## src/rtl/cc_bbox_collector.sv

```systemverilog
// Per-label bounding-box and pixel-count collector for a connected-component label stream.
// Accumulates over a frame, then drains one record per live label over valid/ready and re-arms.
module cc_bbox_collector #(
    parameter int LABEL_WIDTH = 8,
    parameter int NUM_LABELS  = 32,
    parameter int COORD_WIDTH = 10,
    parameter int COUNT_WIDTH = 20
) (
    input  logic                   clk,
    input  logic                   reset_n,
    input  logic                   en,
    input  logic                   vsync,
    input  logic [31:0]            x,
    input  logic [31:0]            y,
    input  logic [LABEL_WIDTH-1:0] label,
    output logic                   out_valid,
    input  logic                   out_ready,
    output logic [LABEL_WIDTH-1:0] out_label,
    output logic [COORD_WIDTH-1:0] out_xmin,
    output logic [COORD_WIDTH-1:0] out_xmax,
    output logic [COORD_WIDTH-1:0] out_ymin,
    output logic [COORD_WIDTH-1:0] out_ymax,
    output logic [COUNT_WIDTH-1:0] out_count,
    output logic                   frame_done,
    output logic                   overflow,
    output logic                   busy
);
    localparam int IDX_W = $clog2(NUM_LABELS);
    localparam logic [IDX_W-1:0] LAST_IDX = IDX_W'(NUM_LABELS - 1);

    typedef enum logic {ACCUM = 1'b0, FLUSH = 1'b1} state_t;

    state_t                 state_r;
    logic [IDX_W-1:0]       idx_r;
    logic                   vsync_prev_r;
    logic [NUM_LABELS-1:0]  valid_r;
    logic [COORD_WIDTH-1:0] xmin_r  [NUM_LABELS];
    logic [COORD_WIDTH-1:0] xmax_r  [NUM_LABELS];
    logic [COORD_WIDTH-1:0] ymin_r  [NUM_LABELS];
    logic [COORD_WIDTH-1:0] ymax_r  [NUM_LABELS];
    logic [COUNT_WIDTH-1:0] count_r [NUM_LABELS];

    logic [IDX_W-1:0]       lidx_s;
    logic [IDX_W-1:0]       nidx_s;
    logic [IDX_W-1:0]       sel_s;
    logic [COORD_WIDTH-1:0] px_s;
    logic [COORD_WIDTH-1:0] py_s;
    logic                   in_table_s;
    logic                   pix_s;
    logic                   ovf_s;
    logic                   edge_s;
    logic                   accept_s;
    logic                   unused_s;

    assign lidx_s     = label[IDX_W-1:0];
    assign nidx_s     = idx_r + IDX_W'(1);
    assign px_s       = x[COORD_WIDTH-1:0];
    assign py_s       = y[COORD_WIDTH-1:0];
    assign in_table_s = label < LABEL_WIDTH'(NUM_LABELS);
    assign pix_s      = (state_r == ACCUM) && en && (label != '0) && in_table_s;
    assign ovf_s      = (state_r == ACCUM) && en && !in_table_s;
    assign edge_s     = vsync & ~vsync_prev_r;
    assign accept_s   = out_valid & out_ready;
    // While a record is presented, the only load that can happen is the look-ahead on acceptance.
    assign sel_s      = out_valid ? nidx_s : idx_r;
    assign unused_s   = &{1'b0, x[31:COORD_WIDTH], y[31:COORD_WIDTH]};

    // Collector state machine: table accumulation in ACCUM, record drain in FLUSH.
    always_ff @(posedge clk or negedge reset_n) begin
        if (!reset_n) begin
            state_r      <= ACCUM;
            idx_r        <= IDX_W'(1);
            vsync_prev_r <= 1'b0;
            valid_r      <= '0;
            out_valid    <= 1'b0;
            out_label    <= '0;
            out_xmin     <= '0;
            out_xmax     <= '0;
            out_ymin     <= '0;
            out_ymax     <= '0;
            out_count    <= '0;
            frame_done   <= 1'b0;
            overflow     <= 1'b0;
            busy         <= 1'b0;
            for (int i = 0; i < NUM_LABELS; i++) begin
                xmin_r[i]  <= '0;
                xmax_r[i]  <= '0;
                ymin_r[i]  <= '0;
                ymax_r[i]  <= '0;
                count_r[i] <= '0;
            end
        end else begin
            vsync_prev_r <= vsync;
            frame_done   <= 1'b0;
            case (state_r)
                ACCUM: begin
                    if (pix_s) begin
                        if (!valid_r[lidx_s]) begin
                            valid_r[lidx_s] <= 1'b1;
                            xmin_r[lidx_s]  <= px_s;
                            xmax_r[lidx_s]  <= px_s;
                            ymin_r[lidx_s]  <= py_s;
                            ymax_r[lidx_s]  <= py_s;
                            count_r[lidx_s] <= COUNT_WIDTH'(1);
                        end else begin
                            if (px_s < xmin_r[lidx_s]) xmin_r[lidx_s] <= px_s;
                            if (px_s > xmax_r[lidx_s]) xmax_r[lidx_s] <= px_s;
                            if (py_s < ymin_r[lidx_s]) ymin_r[lidx_s] <= py_s;
                            if (py_s > ymax_r[lidx_s]) ymax_r[lidx_s] <= py_s;
                            if (count_r[lidx_s] != '1) count_r[lidx_s] <= count_r[lidx_s] + COUNT_WIDTH'(1);
                        end
                    end
                    if (ovf_s) overflow <= 1'b1;
                    if (edge_s) begin
                        state_r <= FLUSH;
                        busy    <= 1'b1;
                        idx_r   <= IDX_W'(1);
                    end
                end
                FLUSH: begin
                    if (accept_s) valid_r[idx_r] <= 1'b0;
                    if (out_valid && !out_ready) begin
                        out_valid <= 1'b1;
                    end else if (!out_valid && valid_r[idx_r]) begin
                        out_valid <= 1'b1;
                        out_label <= LABEL_WIDTH'(sel_s);
                        out_xmin  <= xmin_r[sel_s];
                        out_xmax  <= xmax_r[sel_s];
                        out_ymin  <= ymin_r[sel_s];
                        out_ymax  <= ymax_r[sel_s];
                        out_count <= count_r[sel_s];
                    end else if (idx_r == LAST_IDX) begin
                        out_valid  <= 1'b0;
                        frame_done <= 1'b1;
                        overflow   <= 1'b0;
                        busy       <= 1'b0;
                        state_r    <= ACCUM;
                        idx_r      <= IDX_W'(1);
                    end else begin
                        idx_r <= nidx_s;
                        // Look ahead so a continuously-ready consumer gets one record per cycle.
                        if (accept_s && valid_r[nidx_s]) begin
                            out_valid <= 1'b1;
                            out_label <= LABEL_WIDTH'(sel_s);
                            out_xmin  <= xmin_r[sel_s];
                            out_xmax  <= xmax_r[sel_s];
                            out_ymin  <= ymin_r[sel_s];
                            out_ymax  <= ymax_r[sel_s];
                            out_count <= count_r[sel_s];
                        end else begin
                            out_valid <= 1'b0;
                        end
                    end
                end
                default: begin
                    state_r   <= ACCUM;
                    busy      <= 1'b0;
                    out_valid <= 1'b0;
                end
            endcase
        end
    end
endmodule

```

## config.mk

```make
export PLATFORM = sky130hd
export DESIGN_NAME = cc_bbox_collector
export DESIGN_NICKNAME = d
export VERILOG_FILES = /design/src/rtl/cc_bbox_collector.sv
export SDC_FILE = /design/constraint.sdc
export NUM_CORES = 2
export LEC_CHECK = 0
export CORE_ASPECT_RATIO = 0.5
export CORE_MARGIN = 2
export CORE_UTILIZATION = 58
export DETAILED_ROUTE_END_ITERATION = 8
export PLACE_DENSITY = 0.77
export SYNTH_ARGS = -nofsm -noshare
export SYNTH_HDL_FRONTEND = slang
export SYNTH_SLANG_ARGS = --single-unit
```

## constraint.sdc

```tcl
create_clock -name clk -period 4.3 [get_ports clk]
set_input_delay 0.43 -clock clk [delete_from_list [all_inputs] [get_ports clk]]
set_output_delay 0.43 -clock clk [all_outputs]
set_load 0.05 [all_outputs]
```

Word-level counts from Yosys, hierarchy flattened:

Index checks and enable logic that the tools add are counted.

* multiplexer cells: 107
* add/sub/neg operators: 2
* eq/ne operators: 16
* reductions and logical operators: 25
* magnitude comparators: 13
* bitwise logic cells: 13

Operator list (number)
* $mux W320: 8
* $bwmux W320: 4
* $mux W640: 2
* $bwmux W640: 1
* $and A608 B608 Y608: 1
* $not A608 Y608: 1
* $bmux W10 S5: 8
* $mux W10: 29
* $bmux W20 S5: 2
* $mux W20: 8
* $demux W20 S5: 1
* $mux W32: 3
* $or A32 B32 Y32: 2
* $pmux W32 S2: 1
* $demux W10 S5: 1
* $and A32 B32 Y32: 1
* $not A32 Y32: 1
* $mux W5: 5
* $mux W8: 3
* $mux W1: 22
* $reduce_and A3 Y1: 7
* $add A20 B1 Y20 const B: 1
* $gt A10 B10 Y1: 2
* $lt A10 B10 Y1: 2
* other kinds (22): 60

* input bits: 77
* logic and storage cells: 350
* flip-flop bits (word level): 2031
* output and inout port bits: 72

Logic depth before layout (Yosys ltp):

* depth after elaboration: 9
* mapped depth: 24

Least setup slack after synthesis:

Ideal clock, no wire load.

* path kind: input to register
* from: input port label[1]
* to: register xmax_r[100] (netlist name)
* setup time: 0.125 ns
* slack: -1.410 ns
* data arrival time: 5.586 ns
* stages: 24
* cell sequence: buf_2 buf_4 buf_6 buf_6 buf_6 buf_4 buf_2 clkbuf_1 buf_1 mux4_2 a22oi_1 and4_1 ha_1 a21o_1 a21o_1 a21oi_1 nor2_1 a2111oi_0 a31oi_1 o21ai_0 clkbuf_1 buf_2 nor2_2 mux2_2

* longest elaborated chain between the ends: 8

Ends and longest elaborated chain
* from (decl): line 15 `input logic [LABEL_WIDTH-1:0] label,`
* parallel branches: the longest is 8 deep, another holds $gt A10 B10 Y1
* to (signal, indexed assignment): line 101 `xmax_r[lidx_s] <= px_s;`
* to (decl): line 38 `logic [COORD_WIDTH-1:0] xmax_r [NUM_LABELS];`

Several ways; the timed one is not identified. The select of a mux whose other input is x is not followed.
A chain may end at the register's enable or synchronous reset.

Worst setup path in the final report:

* from: input port label[1]
* to: register ymin_r[146] (netlist name)

* longest elaborated chain between the ends: 8

Ends and longest elaborated chain
* parallel branches: the longest is 8 deep, another holds $lt A10 B10 Y1
* to (signal, indexed assignment): line 102 `ymin_r[lidx_s] <= py_s;`
* to (decl): line 39 `logic [COORD_WIDTH-1:0] ymin_r [NUM_LABELS];`

Several ways; the timed one is not identified. The select of a mux whose other input is x is not followed.

==> run metrics <==
status=completed; async set or reset register ratio after synthesis=1.00; r2r setup slk=0.16 ns; vias per cell=7.23; WS Path Type=input port to register; layout cells sized above 1=0.464; Max rail drop VDD=0.000680 V; f_max=0.240 GHz; number of I/O port buffers=101; area growth from synthesis to layout=15.2%; Arr. time, crit path=4.91 ns; Pwr Density=415 nW/um^2; Die W=616 um; Worst Tran Pin Value=1.10 ns; Reg2Reg Launch Point=ymin_r[227]$_DFFE_PN0P_; Hold Path End=vsync_prev_r$_DFF_PN0_; maxcap violations=0; Data required, critical path=5.04 ns; YS warnings=0; Place WS=-0.632 ns; Die Span Y=310 um; Post-Synthesis Cells=7877; FF+latch count, synth=2028; Tmin final=4.16 ns; DR WL/cell=32.8 um; post-synthesis cell area=109000 um^2; Synth area leaders=dfrtp_1 (47%), mux2_2 (17%), mux4_2 (17%); Layout Cells excl Fill=10800; CTS buffer count=189; fin crit share=0.968; Final HPWL DP=232 mm; Final Hold Viols=0; total wire length=356 mm; finished layout cell area=125000 um^2; vias after detailed routing=78400; worst skew pair latency=0.86 ns; initial antenna violation count=10; drt initial violations=10800; clk sinks=2028; Post-Route Skew=0.0683 ns; Clock Tree Buf Depth=4; FF-to-FF path depth=13; final net count=8288; number of flops mapped to enable cells by yosys=0; Worst Slack Setup Final=0.137 ns; DIE AREA=191000 um^2; post-CTS resize count=0; post-synth top area share=0.467; Cells after DPL=10500; Core Area=186000 um^2; max-slew violation count=0; Crit Path Max Fanout=31; cell with the most instances after synthesis=dfrtp_1; type of the most critical hold path=input port to register; CTS tree=built; number of setup violations in the final report=0; Static Leak=56.8 nW; Top Ports=149; RSZ-0062 raised after global routing=no; fillers=12600; DP Area=119000 um^2; Total Routing Usage GR=0.373; Clock transition at path regs=0.07 ns; worst hold slack=0.0869 ns; Top FF cell, synth=dfrtp_1; global-route wire length before repair=530 mm; clk root buf=clkbuf_16; list of most frequent post-synthesis cells=dfrtp_1 (2027), mux2_2 (1655), mux4_2 (827); Netlist cell types=73; # rows=112; remaining global-route overflow=0; register area share after synthesis=0.467; vias in the first global route=79500; Synth area leader=dfrtp_1; Tot Pwr=52.0 mW; DRC=0; Detail Route Antenna Nets=0; worst hold path startpoint=vsync; Syn Area/Cell=13.8 um^2; Hold Path Stages=1; Worst Setup Start Kind=input port; r2r endpoint=ymin_r[146]$_DFFE_PN0P_; pin count of the biggest net entering global routing=168; first-pass iteration count of the detailed router=7; CP Capture Type=register; Initial Utilization=0.583; H-tree lvl count=4; RD Place Congestion=0.941; Slew Limit Headroom=0.268
cell type report:
type                       instances  area (um^2)  area share
multi-input combinational       5067        54800       0.438
inverter                          17         63.8    0.000509
clock buffer                     268         5460      0.0436
clock inverter                    73         1100     0.00877
timing repair buffer             864         9910      0.0791
tap                             2508         3140      0.0251
antenna                            8         20.0    0.000160
sequential                      2028        50700       0.405
sequential cells by signal, indices dropped and copies added (netlist names), 20 cells and up:
| register | flops |
|---|---|
| out_count | 20 |
| valid_r | 32 |
| xmin_r | 320 |
| count_r | 640 |
| ymax_r | 320 |
| xmax_r | 320 |
| ymin_r | 320 |
worst max-delay path: stages:
cell and delay, ns:
buf_8 0.16, buf_12 0.26, buf_12 0.29, mux4_2 0.56, a22oi_1 0.26, nand3_1 0.23, a221oi_1 0.36, ha_1 0.32
a21o_1 0.16, a21o_1 0.17, a211oi_1 0.37, buf_4 0.18, a21o_1 0.14, buf_4 0.25, nand2_2 0.30, mux2_2 0.37
timing repair:
| action | 4_1_cts | 5_1_grt |
|---|---|---|
| hold endpoints to repair | 385 | 0 |
| buffers inserted | 0 | 1 |
| hold buffers | 3 | 0 |
| setup endpoints to repair | 0 | 241 |
cell families (layout without fill, tap and decap cells):
logic type      Yosys count  count (layout)  synth area share
mux                    2899            2899             0.385
flops                  2028            2028             0.467
simple gates           1277            1277            0.0574
compound gates          826             826            0.0522
buf+inv                 784            1222            0.0316
fa+ha+maj                44              44           0.00506
xor+xnor                 18              18           0.00145
other cells               1              11         0.0000345
layer usage:
layer | global-route usage | wire length, um | vias up | part of all wire
met1 | 0.502 | 133000 | 40700 | 0.37
met3 | 0.124 | 46700 | 1299 | 0.13
li1 | - | - | 30700 | -
met5 | 0 | 76 | - | 0.00021
met4 | 0.194 | 21300 | 14 | 0.060
met2 | 0.545 | 155000 | 5571 | 0.44
power by group:
| part | leakage (nW) | internal (mW) | total [mW] | switching, mW |
|---|---|---|---|---|
| logic | 25.3 | 5.06 | 14.0 | 8.90 |
| clock network | 3.24 | 10.5 | 18.3 | 7.77 |
| registers | 28.3 | 19.4 | 19.8 | 0.339 |
| total | 56.8 | 35.0 | 52.0 | 17.0 |
worst max path at each step:
stage                            startpoint                 endpoint  cells after the start
finish                             label[1]  ymin_r[146]$_DFFE_PN0P_                     16
global route         xmax_r[26]$_DFFE_PN0P_  xmax_r[303]$_DFFE_PN0P_                     15
CTS                 ymax_r[243]$_DFFE_PN0P_  ymax_r[290]$_DFFE_PN0P_                     15
detailed placement                 label[1]  ymin_r[146]$_DFFE_PN0P_                     16
global placement                   label[1]  ymin_r[148]$_DFFE_PN0P_                     16
floorplan                          label[1]  xmax_r[240]$_DFFE_PN0P_                     24
cells in the final DEF (no fill, tap or decap), drive strengths merged, types with 20 or more instances in the layout:
cell type	netlist	final
dfrtp	2027	2027
mux2	1745	1745
mux4	827	827
buf	239	786
nand2	690	690
mux2i	327	327
clkbuf	528	268
nand3	167	167
o22ai	157	157
o21ai	154	154
nor2	147	147
a22oi	143	143
a31oi	98	98
clkdlybuf4s50	0	75
and3	65	65
o31ai	62	62
a311oi	60	60
a32o	49	49
ha	44	44
nor4	39	39
clkinv	1	38
nand2b	34	34
a21oi	30	30
nor3	30	30
bufinv	0	28
and4	26	26
inv	16	20
through the flow:
stage	utilization	TNS (ns)
floorplan	-	-297.60
global placement	0.637	-472.94
detailed placement	0.637	-538.95
CTS	0.672	0
global route	0.672	0
finish	0.672	0
Note: power is estimated with default switching activity, not from simulation.
